==> src/rtl/fifo_uart_tx_pkg.sv <==
// Shared UART definitions: FSM state encodings and default timing constants.
// Imported by the transmitter today and intended for the matching receiver.
package fifo_uart_tx_pkg;

    typedef enum logic [1:0] {
        ST_IDLE  = 2'd0,
        ST_START = 2'd1,
        ST_DATA  = 2'd2,
        ST_STOP  = 2'd3
    } uart_state_e;

    // 100 MHz system clock at 115200 baud
    localparam int unsigned DEFAULT_CLKS_PER_BIT = 32'd868;
    localparam int unsigned DEFAULT_CNT_BITS     = 32'd10;

endpackage

==> src/rtl/fifo_uart_tx_baud_tick.sv <==
// Bit-period counter: counts 0..CLKS_PER_BIT-1 and flags the final cycle of
// each bit. Held at zero while clear_i is high so a frame starts on a clean bit.
module fifo_uart_tx_baud_tick
    import fifo_uart_tx_pkg::*;
#(
    parameter int unsigned CLKS_PER_BIT = DEFAULT_CLKS_PER_BIT,
    parameter int unsigned CNT_BITS     = DEFAULT_CNT_BITS
) (
    input  logic clk_i,
    input  logic reset_i,
    input  logic clear_i,
    output logic tick_o
);

    localparam logic [CNT_BITS-1:0] LAST_CNT = CNT_BITS'(CLKS_PER_BIT - 32'd1);

    logic [CNT_BITS-1:0] cnt_q;
    logic [CNT_BITS-1:0] cnt_d;

    // Next count: clear, wrap on the last cycle of a bit, else increment
    always_comb begin
        tick_o = (cnt_q == LAST_CNT);
        if (clear_i) begin
            cnt_d = '0;
        end else if (tick_o) begin
            cnt_d = '0;
        end else begin
            cnt_d = cnt_q + CNT_BITS'(1);
        end
    end

    // Counter register
    always_ff @(posedge clk_i or negedge reset_i) begin
        if (!reset_i) begin
            cnt_q <= '0;
        end else begin
            cnt_q <= cnt_d;
        end
    end

endmodule

==> src/rtl/fifo_uart_tx.sv <==
// UART transmitter draining a first-word-fall-through FIFO: pops one word per
// frame and sends it LSB first with one start and one stop bit on tx_o.
module fifo_uart_tx
    import fifo_uart_tx_pkg::*;
#(
    parameter int unsigned WORD_BITS    = 32'd8,
    parameter int unsigned CLKS_PER_BIT = DEFAULT_CLKS_PER_BIT,
    parameter int unsigned CNT_BITS     = DEFAULT_CNT_BITS
) (
    input  logic                 clk_i,
    input  logic                 reset_i,
    input  logic                 tx_en_i,
    input  logic [WORD_BITS-1:0] fifo_rdata_i,
    input  logic                 fifo_empty_i,
    output logic                 fifo_read_o,
    output logic                 tx_o,
    output logic                 busy_o,
    output logic                 done_o
);

    localparam int unsigned IDX_BITS = (WORD_BITS > 32'd1) ? $clog2(WORD_BITS) : 32'd1;
    localparam logic [IDX_BITS-1:0] LAST_IDX = IDX_BITS'(WORD_BITS - 32'd1);

    uart_state_e          state_q;
    uart_state_e          state_d;
    logic [WORD_BITS-1:0] shift_q;
    logic [WORD_BITS-1:0] shift_d;
    logic [IDX_BITS-1:0]  bit_idx_q;
    logic [IDX_BITS-1:0]  bit_idx_d;
    logic                 tx_q;
    logic                 tx_d;
    logic                 pop_ok;
    logic                 bit_tick;
    logic                 cnt_clear;

    // The counter idles at zero, so the pop edge lands START on count 0
    assign cnt_clear = (state_q == ST_IDLE);

    fifo_uart_tx_baud_tick #(
        .CLKS_PER_BIT (CLKS_PER_BIT),
        .CNT_BITS     (CNT_BITS)
    ) u_baud_tick (
        .clk_i   (clk_i),
        .reset_i (reset_i),
        .clear_i (cnt_clear),
        .tick_o  (bit_tick)
    );

    // Next-state, line value and pop/done strobes; the pop is also masked by
    // reset so the FIFO never loses a word while this block is held in reset
    always_comb begin
        state_d     = state_q;
        shift_d     = shift_q;
        bit_idx_d   = bit_idx_q;
        tx_d        = tx_q;
        fifo_read_o = 1'b0;
        done_o      = 1'b0;
        pop_ok      = tx_en_i & ~fifo_empty_i & reset_i;

        case (state_q)
            ST_IDLE: begin
                tx_d = 1'b1;
                if (pop_ok) begin
                    fifo_read_o = 1'b1;
                    shift_d     = fifo_rdata_i;
                    bit_idx_d   = '0;
                    tx_d        = 1'b0;
                    state_d     = ST_START;
                end else begin
                    state_d = ST_IDLE;
                end
            end
            ST_START: begin
                tx_d = 1'b0;
                if (bit_tick) begin
                    bit_idx_d = '0;
                    tx_d      = shift_q[0];
                    state_d   = ST_DATA;
                end else begin
                    state_d = ST_START;
                end
            end
            ST_DATA: begin
                if (bit_tick) begin
                    if (bit_idx_q == LAST_IDX) begin
                        tx_d    = 1'b1;
                        state_d = ST_STOP;
                    end else begin
                        shift_d   = shift_q >> 1'b1;
                        bit_idx_d = bit_idx_q + IDX_BITS'(1);
                        tx_d      = shift_d[0];
                        state_d   = ST_DATA;
                    end
                end else begin
                    state_d = ST_DATA;
                end
            end
            ST_STOP: begin
                tx_d = 1'b1;
                if (bit_tick) begin
                    done_o = 1'b1;
                    if (pop_ok) begin
                        fifo_read_o = 1'b1;
                        shift_d     = fifo_rdata_i;
                        bit_idx_d   = '0;
                        tx_d        = 1'b0;
                        state_d     = ST_START;
                    end else begin
                        state_d = ST_IDLE;
                    end
                end else begin
                    state_d = ST_STOP;
                end
            end
            default: begin
                tx_d    = 1'b1;
                state_d = ST_IDLE;
            end
        endcase
    end

    // State and datapath registers; reset forces the line idle immediately
    always_ff @(posedge clk_i or negedge reset_i) begin
        if (!reset_i) begin
            state_q   <= ST_IDLE;
            shift_q   <= '0;
            bit_idx_q <= '0;
            tx_q      <= 1'b1;
        end else begin
            state_q   <= state_d;
            shift_q   <= shift_d;
            bit_idx_q <= bit_idx_d;
            tx_q      <= tx_d;
        end
    end

    assign tx_o   = tx_q;
    assign busy_o = (state_q != ST_IDLE);

endmodule

==> config.mk <==
export PLATFORM = sky130hd
export DESIGN_NAME = fifo_uart_tx
export DESIGN_NICKNAME = d
export VERILOG_FILES = /design/src/rtl/fifo_uart_tx_pkg.sv /design/src/rtl/fifo_uart_tx_baud_tick.sv /design/src/rtl/fifo_uart_tx.sv
export SDC_FILE = /design/constraint.sdc
export NUM_CORES = 1
export LEC_CHECK = 0
export CAP_MARGIN = 20
export CELL_PAD_IN_SITES_DETAIL_PLACEMENT = 0
export CELL_PAD_IN_SITES_GLOBAL_PLACEMENT = 1
export CORE_MARGIN = 2
export CORE_UTILIZATION = 41
export CTS_BUF_LIST = sky130_fd_sc_hd__clkbuf_4
export DETAILED_ROUTE_END_ITERATION = 10
export GPL_TIMING_DRIVEN = 0
export PLACE_DENSITY_LB_ADDON = 0.1
export SETUP_SLACK_MARGIN = 0.2
export SLEW_MARGIN = 20
export SYNTH_ARGS = -nofsm -noshare
export SYNTH_HDL_FRONTEND = slang
export SYNTH_SLANG_ARGS = --single-unit
==> constraint.sdc <==
create_clock -name clk_i -period 2.1 [get_ports clk_i]
set_input_delay 0.42 -clock clk_i [delete_from_list [all_inputs] [get_ports clk_i]]
set_output_delay 0.42 -clock clk_i [all_outputs]
set_load 0.005 [all_outputs]
After elaboration in Yosys (flattened, before gate mapping)
Index checks and enable logic that the tools add are counted.
{"block": "op_classes", "mul": 0, "muxes": 30, "magnitude_cmp": 0, "bitwise_logic": 3, "n_reduce_logical": 5, "n_shift": 0, "n_div": 0, "eq_ne": 9, "n_addsub": 2}
{"op": "8-bit two-way mux", "count": 4}
{"op": "8-bit one-hot mux with 3 select lines", "count": 1}
{"op": "10-bit two-way mux", "count": 2}
{"op": "3-bit two-way mux", "count": 5}
{"op": "3-bit one-hot mux with 4 select lines", "count": 1}
{"op": "1-bit two-way mux", "count": 11}
{"op": "10-bit by 1-bit adder with 10-bit output (second input constant)", "count": 1}
{"op": "10-bit == test (second input constant)", "count": 1}
{"op": "2-bit inequality test (second input constant)", "count": 4}
{"op": "2-bit one-hot mux with 4 select lines", "count": 1}
{"op": "4-bit AND reduction", "count": 2}
{"op": "2-bit two-way mux", "count": 3}
{"op": "2-bit == test (second input constant)", "count": 2}
{"op": "1-bit one-hot mux with 4 select lines", "count": 1}
{"op": "3-bit by 1-bit adder with 3-bit output (second input constant)", "count": 1}
{"op": "3-bit == test (second input constant)", "count": 1}
{"op": "3-bit nonzero test", "count": 1}
{"op": "1-bit AND", "count": 2}
{"op": "2-bit by 1-bit == test with 1-bit output (second input constant)", "count": 1}
{"op": "2-bit logical NOT", "count": 1}
{"op": "1-bit one-hot mux with 2 select lines", "count": 1}
{"op": "2-bit nonzero test", "count": 1}
{"op": "1-bit NOT", "count": 1}
{"block": "word_totals", "romBits": 0, "register_bits": 24, "memories": 0, "ramBits": 0, "latchBits": 0, "wordCells": 54}

Logic depth before layout (Yosys ltp)
Gate-level depths: netlist (run 1).
{"block": "logic_depth", "ltp_word": 6, "ltp_mapped": 6, "mapped_depth_nobuf": 5}

Modules after synthesis
Synthesis (run 1) repeated with hierarchy kept, for this count alone.
{"block": "hier_totals", "hier_cells": 136, "hier_area_um2": 1452.6}
{"mod": "fifo_uart_tx", "area_each_um2": 917.1, "cells_per_inst": 84, "n_inst": 1}
{"mod": "fifo_uart_tx_baud_tick", "area_each_um2": 535.5, "cells_per_inst": 52, "n_inst": 1}

Worst setup path before layout (run 1)
OpenSTA, ideal clock, no wires.
{"block": "synth_path", "path_kind": "reg-to-reg", "start": "register u_baud_tick.cnt_q[0]", "end": "register state_q[0]", "setup_time_ps": 126, "t_arrival_ps": 1900, "synth_period_minus_slack_ps": 2026, "path_buffers": 0, "path_slack_ps": 74, "path_stages_with_launch": 6, "path_cell_list": "dfrtp_1 ha_1 or3b_4 nor3_4 mux2_2 o32a_1"}
{"block": "synth_between", "elab_chain_cells": 3, "elab_cells_between_ends": 5}
{"element": "start: declaration", "line": "fifo_uart_tx_baud_tick.sv:17", "text": "logic [CNT_BITS-1:0] cnt_q;"}
{"element": "start signal: assignment", "line": "fifo_uart_tx_baud_tick.sv:37", "text": "cnt_q <= cnt_d;"}
{"element": "10-bit == test *", "line": "fifo_uart_tx_baud_tick.sv:22", "text": "tick_o = (cnt_q == LAST_CNT);"}
{"element": "2-bit two-way mux (on tied branches)", "line": "fifo_uart_tx.sv:100, fifo_uart_tx.sv:75, fifo_uart_tx.sv:84"}
{"element": "2-bit one-hot mux with 4 select lines *", "line": "fifo_uart_tx.sv:60", "text": "case (state_q)"}
{"element": "named net state_d[0]", "line": "fifo_uart_tx.sv:25", "text": "uart_state_e state_d;"}
{"element": "end signal: assignment", "line": "fifo_uart_tx.sv:130", "text": "state_q <= state_d;"}
{"element": "end: declaration", "line": "fifo_uart_tx.sv:24", "text": "uart_state_e state_q;"}
The timed path passes the listed nets; every way through them passes the cells marked *.
A chain may end at the register's enable or synchronous reset.

Worst setup path after layout (run 1)
{"block": "layout_path", "start": "register u_baud_tick.cnt_q[0]", "end": "output port fifo_read_o"}
{"block": "layout_between", "elab_chain_cells": 3}
{"element": "10-bit == test", "line": "fifo_uart_tx_baud_tick.sv:22"}
{"element": "1-bit two-way mux", "line": "fifo_uart_tx.sv:100", "text": "if (bit_tick) begin"}
{"element": "1-bit one-hot mux with 2 select lines", "line": "fifo_uart_tx.sv:60"}
{"element": "end: declaration", "line": "fifo_uart_tx.sv:15", "text": "output logic fifo_read_o,"}
Every way passes these cells.

==> results of run 1 <==
area by class of cell:
cell class                 instances  area (sq um)
clock inverter                     1         3.754
inverter                           6         26.28
tap                               46         57.56
sequential                        24         601.8
clock buffer                       3         22.52
buffer                             2         16.27
timing repair buffer              26         226.5
multi-input combinational         92         807.0
fill                             332          1549
metrics by stage:
stage                     area, sq um  cells  setup WS (ns)  setup TNS, ns  util [%]
after floorplan                  1400    124        0.07466              0         -
after global placement           1608    185         -1.234         -11.07     48.56
after detailed placement         1603    185        -0.5475         -1.083     48.41
after CTS                        1725    198        -0.1617        -0.2888     52.12
after global routing             1762    200        -0.1902         -1.329     53.21
final                            1762    200        -0.1057        -0.5425     53.21
registers in the layout, summed over array words and instances, names as in the netlist:
signal / count
tx_o: 1
shift_q: 8
state_q: 2
u_baud_tick.cnt_q: 10
bit_idx_q: 3
cell usage in the layout (no fill, tap or decap), drive strengths merged, types with 2 or more instances in the layout:
| master | netlist | routed |
|---|---|---|
| and3b | 2 | 2 |
| and3 | 2 | 2 |
| buf | 1 | 15 |
| o31ai | 2 | 2 |
| nand2 | 6 | 6 |
| a21oi | 3 | 3 |
| nor2 | 10 | 10 |
| inv | 6 | 5 |
| a31oi | 2 | 2 |
| o21ai | 5 | 5 |
| clkdlybuf4s50 | 0 | 11 |
| clkbuf | 1 | 5 |
| dfrtp | 23 | 23 |
| and2 | 2 | 2 |
| mux2 | 15 | 15 |
| ha | 8 | 8 |
| xnor2 | 3 | 3 |
| xor2 | 4 | 4 |
| nand3 | 7 | 7 |
| nand4 | 2 | 2 |
| nor3 | 3 | 3 |
| or3 | 2 | 2 |
cell families (layout without fill, tap and decap cells):
family	Yosys count	count (layout)	share of synthesized area (%)
simple gates	43	43	19.37
flops	24	24	43.14
compound gates	18	18	10.40
mux	16	16	12.82
fa+ha+maj	8	8	7.175
buf+inv	8	38	2.690
xor+xnor	7	7	4.395
worst paths after layout:
kind,from,end,slack [ns],depth (start not counted)
worst max-delay path,u_baud_tick.cnt_q[0]$_DFF_PN0_,fifo_read_o,-0.11,6
min in group clk_i,shift_q[7]$_DFFE_PN0P_,shift_q[7]$_DFFE_PN0P_,0.51,1
worst max register to register,u_baud_tick.cnt_q[0]$_DFF_PN0_,bit_idx_q[0]$_DFFE_PN0P_,-0.09,8
worst min register to register,shift_q[7]$_DFFE_PN0P_,shift_q[7]$_DFFE_PN0P_,0.51,1
max in group asynchronous,reset_i,u_baud_tick.cnt_q[6]$_DFF_PN0_,1.64,1
worst min-delay path,reset_i,bit_idx_q[1]$_DFFE_PN0P_,0.07,1
where the power goes:
part	leakage (nW)	total, W	switching, W	internal, W
registers	0.313	0.000638	0.0000627	0.000575
clock network	0.0154	0.000220	0.000150	0.0000697
logic	0.449	0.000479	0.000215	0.000264
critical path, delay by kind of cell (launching register included):
family / cells / cell delay, ns
AND/OR/NAND/NOR: 3 / 0.68
flip-flops: 1 / 0.42
adder cells (fa/ha/maj): 1 / 0.14
AO/OA/AOI/OAI: 1 / 0.11
buffers and inverters: 1 / 0.11
layer usage:
| metal | up-vias | global-route usage, % | wire [um] |
|---|---|---|---|
| li1 | 507 | - | - |
| met1 | 506 | 23.02 | 1463 |
| met2 | 18 | 27.45 | 1346 |
| met3 | 4 | 1.812 | 67 |
| met4 | 0 | 5.833 | 44 |
| met5 | - | 0 | 0 |
what timing repair did:
| item | in CTS | in global routing |
|---|---|---|
| pin swaps | 3 | 5 |
| setup endpoints to repair | 22 | 24 |
| resized for setup | 21 | 7 |
| setup buffers | 9 | 2 |
==> impl_metrics.ini, run 1 <==
[routing]
dr.first_iter.drc_count = 58
wirelength_um = 2922
num_vias = 1035
antenna_left = 0
remaining_drc_errors = 0
firstDrtPassIters = 4
viasPerCell = 5.175
wire_per_inst_um = 14.61

[global_route]
grt_pass1_wl_um = 5237
grt_overflow = 0
grtUsageTotal_pct = 16.71
antenna_found_initial = 0
grt_max_degree = 27
grt_pass1_vias = 1113

[synthesis]
netlist.area_leader.share_pct = 41.26
async_reset_ff_share_pct = 100.0
yosysWarnings = 0
synth_cell_types = 40
yosysTopAreaCell = dfrtp_1
syn-num-nets = 144
syn_avg_cell_area_sq_um = 11.25
synth.area.top_cells = dfrtp_1 (41%), mux2_2 (12%), ha_1 (7.2%), nor2_1 (2.7%), nand3_1 (2.5%)
syn_area_sq_um = 1395
synth_edf_count = 0
synth_most_common_cell = dfrtp_1
ys_seq_elements = 24
yosysSeqAreaShare_pct = 43.14
synth_common_cells = dfrtp_1 (23), mux2_2 (15), nor2_1 (10)
synth_flop_cell = dfrtp_1
postSynthCellCount = 124

[clocking]
cts-root-buf = clkbuf_4
clkTransAtPathRegs_ns = 0.14
cts-htree-levels = 1
cts_buffers = 3
clk_latency_ns = 0.32
hold_buffers = 0
cts_tree = built
clock_path_buffers = 2
cts_sinks = 24

[finish]
antenna_cells = 0
drive_gt1_share_pct = 35.06
nNetsFinal = 175
area_growth_pct = 26.28

[power_and_ir_drop]
leakage_nw = 0.7765
cellPowerDensity_nw_per_um2 = 758.6
ir_drop_mv = 0.4139
power.total_w = 0.001336

[placed_design]
dpl.hpwl_um = 1987
gp_congestion = 0.7441
port_buffers = 15

[run]
max_cap_violations = 0

[die]
fp.dieW_um = 62.33
ios = 16
rows = 21
die_h_um = 62.33
start_util_pct = 42.14
coreArea_sq_um = 3311
design.die.area_sq_um = 3885

[status]
violations = negative setup slack
status = finished with violations

[worst_setup_path]
critPathKind = flip-flop to output pin
critical_path.max_stage_delay_ns = 0.42
cp-end-kind = output pin
crit_chain = ha_4, or3b_4, nor3_4, and2_4, o21a_1, buf_2
cpMaxStageDelayCell = dfrtp_1
crit_arrival_ns = 1.79
cp-start-kind = flip-flop
cp_max_fo = 2
cp.required_ns = 1.68

[sta]
layout_setup_ws_ns = -0.1057
drv_slew = 0
rsz0062_at_grt = true
clock.fmax_mhz = 453.4
min_period_ns = 2.206
tightest_slew_ns = 0.5928
fin_crit_sh_pct = 105.0
setup_viol = 11
hold_ws_ns = 0.07439
slew_headroom_pct = 60.48
final_hold_viol_count = 0
clock_skew_ns = 0.002864

[worst_hold_path]
min-delay-path-class = input pin to async pin
Note: power is estimated with default switching activity, not from simulation.
==> run 2, diff against run 1 <==
--- a/config.mk
+++ b/config.mk
@@ -8,7 +8,6 @@
 export CAP_MARGIN = 20
 export CELL_PAD_IN_SITES_DETAIL_PLACEMENT = 0
 export CELL_PAD_IN_SITES_GLOBAL_PLACEMENT = 1
-export CORE_MARGIN = 2
 export CORE_UTILIZATION = 41
 export CTS_BUF_LIST = sky130_fd_sc_hd__clkbuf_4
 export DETAILED_ROUTE_END_ITERATION = 10
==> run 2 against run 1 <==
The flow still finishes with violations (negative setup slack); highest routed layer unchanged; fmax is 0.94% higher; clock power hardly changed; setup slack better by 0.020 ns; cell count is 2.0% lower.
==> impl_metrics.ini, run 2 (same netlist as run 1, synthesis figures left out) <==
[status]
violations = negative setup slack
status = finished with violations

[sta]
min_period_ns = 2.185
rsz0062_at_grt = true
fin_crit_sh_pct = 104.1
finalSetupTns_ns = -0.3318
tightest_slew_ns = 0.5744
drv_slew = 0
final_hold_viol_count = 0
clock.fmax_mhz = 457.6
clock_skew_ns = 0.004231
slew_headroom_pct = 61.71
setup_viol = 5
layout_setup_ws_ns = -0.08528

[finish]
reg_top3 = u_baud_tick.cnt_q (10), shift_q (8), bit_idx_q (3)
area_growth_pct = 23.95
instances_no_fill = 196
layout_commonest_cell = dfrtp_1
antenna_cells = 0
finalInstanceArea_sq_um = 1729
drive_gt1_share_pct = 33.55
final_cell_mix = dfrtp_1 (23), mux2_2 (15), clkdlybuf4s50_1 (11)
top_register = u_baud_tick.cnt_q
nNetsFinal = 173
largest_reg_flops = 10

[power_and_ir_drop]
leakage_nw = 0.7748
ir_drop_mv = 0.4066
cellPowerDensity_nw_per_um2 = 758.2

[global_route]
grt_max_degree = 27
grt_pass1_vias = 939
grt_overflow = 0
antenna_found_initial = 0
grt_pass1_wl_um = 4416
grtUsageTotal_pct = 16.34

[run]
max_cap_violations = 0

[clocking]
clkTransAtPathRegs_ns = 0.13
clk_latency_ns = 0.31
cts-root-buf = clkbuf_4
hold_buffers = 0
cts_buffers = 3
clock_path_buffers = 2
cts-htree-levels = 1
cts_sinks = 24
cts_tree = built

[worst_setup_path]
cp-start-kind = flip-flop
cp_max_fo = 2
cp-end-kind = output pin
critPathKind = flip-flop to output pin
crit_chain = ha_4, or3b_4, nor3_4, and2_4, o21a_1, buf_2
cp.required_ns = 1.68
crit_arrival_ns = 1.77
cpMaxStageDelayCell = dfrtp_1
crit_family = simple AND/OR/NAND/NOR gates
reg2reg_depth = 8
path_depth = 6
critPathBufInv = 1
critical_path.max_stage_delay_ns = 0.42

[routing]
antenna_left = 0
firstDrtPassIters = 4
viasPerCell = 5.092
dr.first_iter.drc_count = 27
remaining_drc_errors = 0
wire_per_inst_um = 13.63
num_vias = 998
wirelength_um = 2672

[die]
coreArea_sq_um = 3128
rows = 20
die_h_um = 60.33
start_util_pct = 44.60
ios = 16
fp.dieW_um = 60.33
design.die.area_sq_um = 3640

[placed_design]
dp_cells = 183
dpl_cell_area_sq_um = 1600
gp_congestion = 0.7760
dpl.hpwl_um = 1890
port_buffers = 15

[worst_hold_path]
min-delay-path-class = input pin to async pin
## run 2: through the flow
step,total power [W],hold slack [ns],setup slack (ns),utilization [%]
2_1_floorplan,0.0008751,0.1244,0.07466,-
3_3_place_gp,0.0009968,0.4727,-1.174,51.32
3_5_place_dp,0.001008,0.4515,-0.5056,51.16
4_1_cts,0.001322,0.09146,-0.1603,54.52
5_1_grt,0.001414,0.1251,-0.1702,55.28
6_report,0.001311,0.08684,-0.08528,55.28
## run 2: repair_timing
| item | CTS | global route |
|---|---|---|
| endpoints found under the setup margin | 17 | 24 |
| setup buffers | 7 | 2 |
| gates resized for setup | 20 | 2 |
| pin swaps | 2 | 8 |
## run 2: area by class of cell
class | count | area [sq um]
Buffer | 2 | 16.27
Clock buffer | 4 | 30.03
Fill cell | 299 | 1399
Inverter | 6 | 22.52
Multi-Input combinational cell | 92 | 798.3
Sequential cell | 24 | 601.8
Tap cell | 44 | 55.05
Timing Repair Buffer | 24 | 205.2
## run 2: where the power goes
group | internal, W | leakage, nW | switching (W)
clock network | 0.0000870 | 0.0184 | 0.000136
registers | 0.000576 | 0.313 | 0.0000641
logic | 0.000259 | 0.444 | 0.000189
## run 2: routing by layer
layer	GRT usage [%]	routed length, um
met5	0	0
met4	4.983	13
met3	1.919	66
met2	25.43	1191
met1	23.76	1400
## run 2: path summary, 6_finish.rpt
check	start	to	slack [ns]
min in group clk_i	shift_q[6]$_DFFE_PN0P_	shift_q[6]$_DFFE_PN0P_	0.52
setup reg to reg	u_baud_tick.cnt_q[0]$_DFF_PN0_	bit_idx_q[2]$_DFFE_PN0P_	-0.08
hold reg to reg	shift_q[6]$_DFFE_PN0P_	shift_q[6]$_DFFE_PN0P_	0.52
max in group asynchronous	reset_i	shift_q[6]$_DFFE_PN0P_	1.64
hold / removal	reset_i	bit_idx_q[2]$_DFFE_PN0P_	0.09
setup / recovery	u_baud_tick.cnt_q[0]$_DFF_PN0_	fifo_read_o	-0.09
==> RTL change 1 (flow settings as in run 2) <==
Encoding of `uart_state_e`: now one-hot (4 bits for 4 states).
--- a/src/rtl/fifo_uart_tx_pkg.sv
+++ b/src/rtl/fifo_uart_tx_pkg.sv
@@ -4,7 +4,7 @@
 
-    typedef enum logic [1:0] {
-        ST_IDLE  = 2'd0,
-        ST_START = 2'd1,
-        ST_DATA  = 2'd2,
-        ST_STOP  = 2'd3
+    typedef enum logic [3:0] {
+        ST_IDLE  = 4'b0001,
+        ST_START = 4'b0010,
+        ST_DATA  = 4'b0100,
+        ST_STOP  = 4'b1000
     } uart_state_e;
Check against the original RTL: same outputs for any inputs over 10 cycles, from zero or initial values and one cycle with reset_i low; not proved beyond that.
==> RTL change 1 against run 2 <==
The flow still finishes with violations (setup timing). Design area is 26% higher. Worst hold slack worse by 0.079 ns. Via count grew 36%. Clock skew is 0.00055 ns higher. Synthesized cell count is 30% higher. Routed wire length increased by 38%. Sequential cell count increased by 2. Worst setup slack got worse by 0.21 ns. Area after synthesis is 6.2% higher. Largest cell class unchanged.
Power is not compared: it rests on default switching activity, and its combinational part moved more than twofold at a synthesized area within 25%.
==> RTL change 1: results (changes against run 2) <==
placed_design:
  gp_congestion: 0.764  # was 0.776
  placedInstanceArea_sq_um: 1690  # was 1600 sq um
  dp_cells: 222  # was 183
detailed_routing:
  dr_wl_met3_um: 155  # was 66 um
  wl_per_cell_um: 14.3  # was 13.6 um
  wl_met2_um: 1850  # was 1190 um
  viasPerCell: 5.25  # was 5.09
  first_iter_violations: 71  # was 27
grt:
  track_usage: 0.197  # was 0.163
  grt_util_met2: 0.341  # was 0.254
  gr-usage-met1: 0.251  # was 0.238
  grt_pass1_vias: 1356  # was 939
  grt_first_pass_wirelength_um: 6020  # was 4420 um
setup_path:
  rr_worst_depth: 13  # was 8
  critPathArrivalTime_ns: 2.63  # was 1.77 ns
synthesis:
  syn_area_per_cell_sq_um: 9.20  # was 11.3 sq um
  ys_seq_area_frac: 0.441  # was 0.431
  synth_fa_ha_area_frac: 0.0253  # was 0.0717
sta:
  whs_ns: 0.00777  # was 0.0868 ns
  setup_viol: 18  # was 5
  fin_ws_ns: -0.299  # was -0.0853 ns
outcome:
  status: "finished, violations left"  # unchanged
  violations: "setup timing"  # unchanged
cts:
  cts_setup_buffers: 26  # was 7
  insertion_delay_ns: 0.33  # was 0.31 ns
final_layout:
  syn_to_final_growth_pct: 46.6  # was 23.9%
  nets: 228  # was 173
==> RTL change 1: power by group <==
part,internal (mW),switching [mW]
Clock,0.0699,0.159
Combinational,0.0281,0.0196
Sequential,0.507,0.00320
==> RTL change 1: cell type report <==
class | count | share of cell area
timing repair buffer | 48 | 0.210
clock buffer | 3 | 0.0104
multi-input combinational | 119 | 0.411
inverter | 8 | 0.0138
buffer | 7 | 0.0253
sequential | 26 | 0.301
clock inverter | 1 | 0.00173
tap | 46 | 0.0265
==> RTL change 1: worst max path at each step <==
| stage | to | depth (start not counted) | slack (ns) |
|---|---|---|---|
| 2_1_floorplan | bit_idx_q[0]$_DFFE_PN0P_ | 6 | 0.20 |
| 3_3_place_gp | shift_q[1]$_DFFE_PN0P_ | 5 | -1.37 |
| 3_5_place_dp | shift_q[2]$_DFFE_PN0P_ | 5 | -0.47 |
| 4_1_cts | fifo_read_o | 7 | -0.44 |
| 5_1_grt | fifo_read_o | 7 | -0.32 |
| 6_report | bit_idx_q[0]$_DFFE_PN0P_ | 13 | -0.30 |
==> RTL change 2 (config.mk and constraints of run 2) <==
Made on the original files. Set the parameter `WORD_BITS` to 32'd16 (it was 32'd8).
--- a/src/rtl/fifo_uart_tx.sv
+++ b/src/rtl/fifo_uart_tx.sv
@@ -5,3 +5,3 @@
 #(
-    parameter int unsigned WORD_BITS    = 32'd8,
+    parameter int unsigned WORD_BITS    = 32'd16,
     parameter int unsigned CLKS_PER_BIT = DEFAULT_CLKS_PER_BIT,
Ports: changed (resized fifo_rdata_i); port bits go from 16 to 24. The function was not compared with the original's and may differ.
==> RTL change 2 against run 2 <==
Design area is 45% higher. Routed wire length is 52% higher. Power is 51% higher. Area after synthesis is 32% higher. Core utilization is 5.3 points higher. Largest cell class unchanged. Worst setup slack worse by 0.032 ns. Highest routed layer unchanged. Sequential cell count is 9 higher. The run still ends with setup timing left. Sequential share of layout area is 1.8 points lower. Largest power group unchanged.
==> RTL change 2: results (changes against run 2) <==
detailed_routing:
  wl_per_cell_um: 15.6  # was 13.6 um
  dr.pass1.iters: 4  # unchanged
  viasPerCell: 5.43  # was 5.09
  first_iter_violations: 55  # was 27
final_layout:
  layout-drive-gt1-share: 0.417  # was 0.336
  n_fill_cell: 361  # was 299
  top_regs: "shift_q: 16 flops, u_baud_tick.cnt_q: 10 flops, bit_idx_q: 4 flops"  # was u_baud_tick.cnt_q: 10 flops, shift_q: 8 flops, bit_idx_q: 3 flops
  stdcell_count: 261  # was 196
grt:
  track_usage: 0.194  # was 0.163
  grt_pass1_vias: 1435  # was 939
  grt_first_pass_wirelength_um: 6580  # was 4420 um
  grt_max_degree: 20  # was 27
cts:
  numCtsBuffers: 5  # was 3
  cts_resized: 42  # was 20
  cts_setup_buffers: 13  # was 7
  htree_num_levels: 2  # was 1
synthesis:
  yosysTopAreaCellShare: 0.436  # was 0.413
  ys_top_cells_by_count: "32 x dfrtp_1, 31 x mux2_2, 16 x nor2_1"  # was 23 x dfrtp_1, 15 x mux2_2, 10 x nor2_1
  yosys.cell_types.count: 43  # was 40
  mappedNetlistNets: 188  # was 144
  syn_area_per_cell_sq_um: 11.4  # was 11.3 sq um
  ys_seq_area_frac: 0.450  # was 0.431
  synthTopCellsByArea: "dfrtp_1 44%, mux2_2 19%, ha_1 4.8%"  # was dfrtp_1 41%, mux2_2 12%, ha_1 7.2%
outcome:
  status: "finished, violations left"  # unchanged
  violations: "setup timing"  # unchanged
sta:
  slew_headroom: 0.699  # was 0.617
  setup_viol: 1  # was 5
  fin_worst_skew_ns: 0.0170  # was 0.00423 ns
  fin_ws_ns: -0.118  # was -0.0853 ns
  timing.setup.tns_ns: -0.118  # was -0.332 ns
pwr:
  leakage_nw: 1.10  # was 0.775 nW
  ir_worst_vdd_v: 0.000464  # was 0.000407 V
  power.internal_mw: 1.39  # was 0.921 mW
placed_design:
  dp_hpwl_um: 2590  # was 1890 um
  portBuffers: 23  # was 15
  place_ws_ns: -0.355  # was -0.506 ns
  gp_congestion: 0.833  # was 0.776
  dp_cells: 235  # was 183
setup_path:
  critPathArrivalTime_ns: 1.80  # was 1.77 ns
==> RTL change 2: changes by cell type in the layout (fill, tap and decap cells not counted), moves of 3 or more <==
cell	before	now
mux2_4	0	15
dfrtp_1	23	32
clkdlybuf4s50_1	11	19
buf_4	8	15
buf_6	2	6
nor2_1	10	14
nand4_1	2	5
o21ai_1	3	0
==> RTL change 2: cells by family after synthesis <==
kind of cell / count (synthesis) / synth area share
simple gates: 48 / 0.154
mux: 33 / 0.201
flops: 33 / 0.450
compound gates: 17 / 0.0701
buf+inv: 16 / 0.0442
xor+xnor: 7 / 0.0334
fa+ha+maj: 7 / 0.0476
==> RTL change 2: power groups by stage <==
stage | Clock [mW] | Combinational (mW) | Sequential, mW
after floorplan | 0 | 0.367 | 0.901
after global placement | 0 | 0.508 | 0.921
after detailed placement | 0 | 0.526 | 0.934
after CTS | 0.351 | 0.682 | 0.923
after global routing | 0.387 | 0.781 | 0.948
final | 0.340 | 0.711 | 0.927
==> RTL change 2: stage by stage <==
step                      instance area [sq um]  total power [mW]
after detailed placement                   2180              1.46
after floorplan                            1870              1.27
after global placement                     2160              1.43
after CTS                                  2440              1.96
after global routing                       2510              2.12
final                                      2510              1.98
==> RTL change 2: worst max-delay path: stages (launching register included) <==
cell,delay [ns]
dfrtp_1,0.40
ha_2,0.19
nor3b_4,0.15
and3_4,0.18
buf_6,0.11
and2_4,0.14
o21a_1,0.16
buf_2,0.12
==> RTL change 2: area by class of cell <==
type                            instances  area [sq um]  share of cell area
Buffer                                  7          62.6              0.0249
Clock buffer                            5          37.5              0.0150
Clock inverter                          2          11.3             0.00449
Inverter                                9          37.5              0.0150
Multi-Input combinational cell        112          1070               0.428
Sequential cell                        33           827               0.330
Tap cell                               50          62.6              0.0249
Timing Repair Buffer                   43           397               0.158
==> RTL change 2: path summary, 6_finish.rpt <==
path	from	endpoint	slack [ns]	depth (start not counted)
setup / recovery	u_baud_tick.cnt_q[0]$_DFF_PN0_	fifo_read_o	-0.12	7
max in group asynchronous	reset_i	shift_q[1]$_DFFE_PN0P_	1.09	2
min in group clk_i	tx_o$_DFFE_PN1P_	tx_o$_DFFE_PN1P_	0.48	2
hold / removal	reset_i	u_baud_tick.cnt_q[5]$_DFF_PN0_	0.10	2
hold reg to reg	tx_o$_DFFE_PN1P_	tx_o$_DFFE_PN1P_	0.48	2
setup reg to reg	state_q[0]$_DFF_PN0_	shift_q[8]$_DFFE_PN0P_	0.17	8
==> RTL change 2: per-layer routing <==
metal	GRT usage	vias up	share of wire	wire length [um]
met2	0.331	30	0.50	2030
met1	0.228	698	0.44	1790
met4	0.0714	0	0.021	87
met5	0	-	0	0
li1	-	678	-	-
met3	0.0576	10	0.039	159
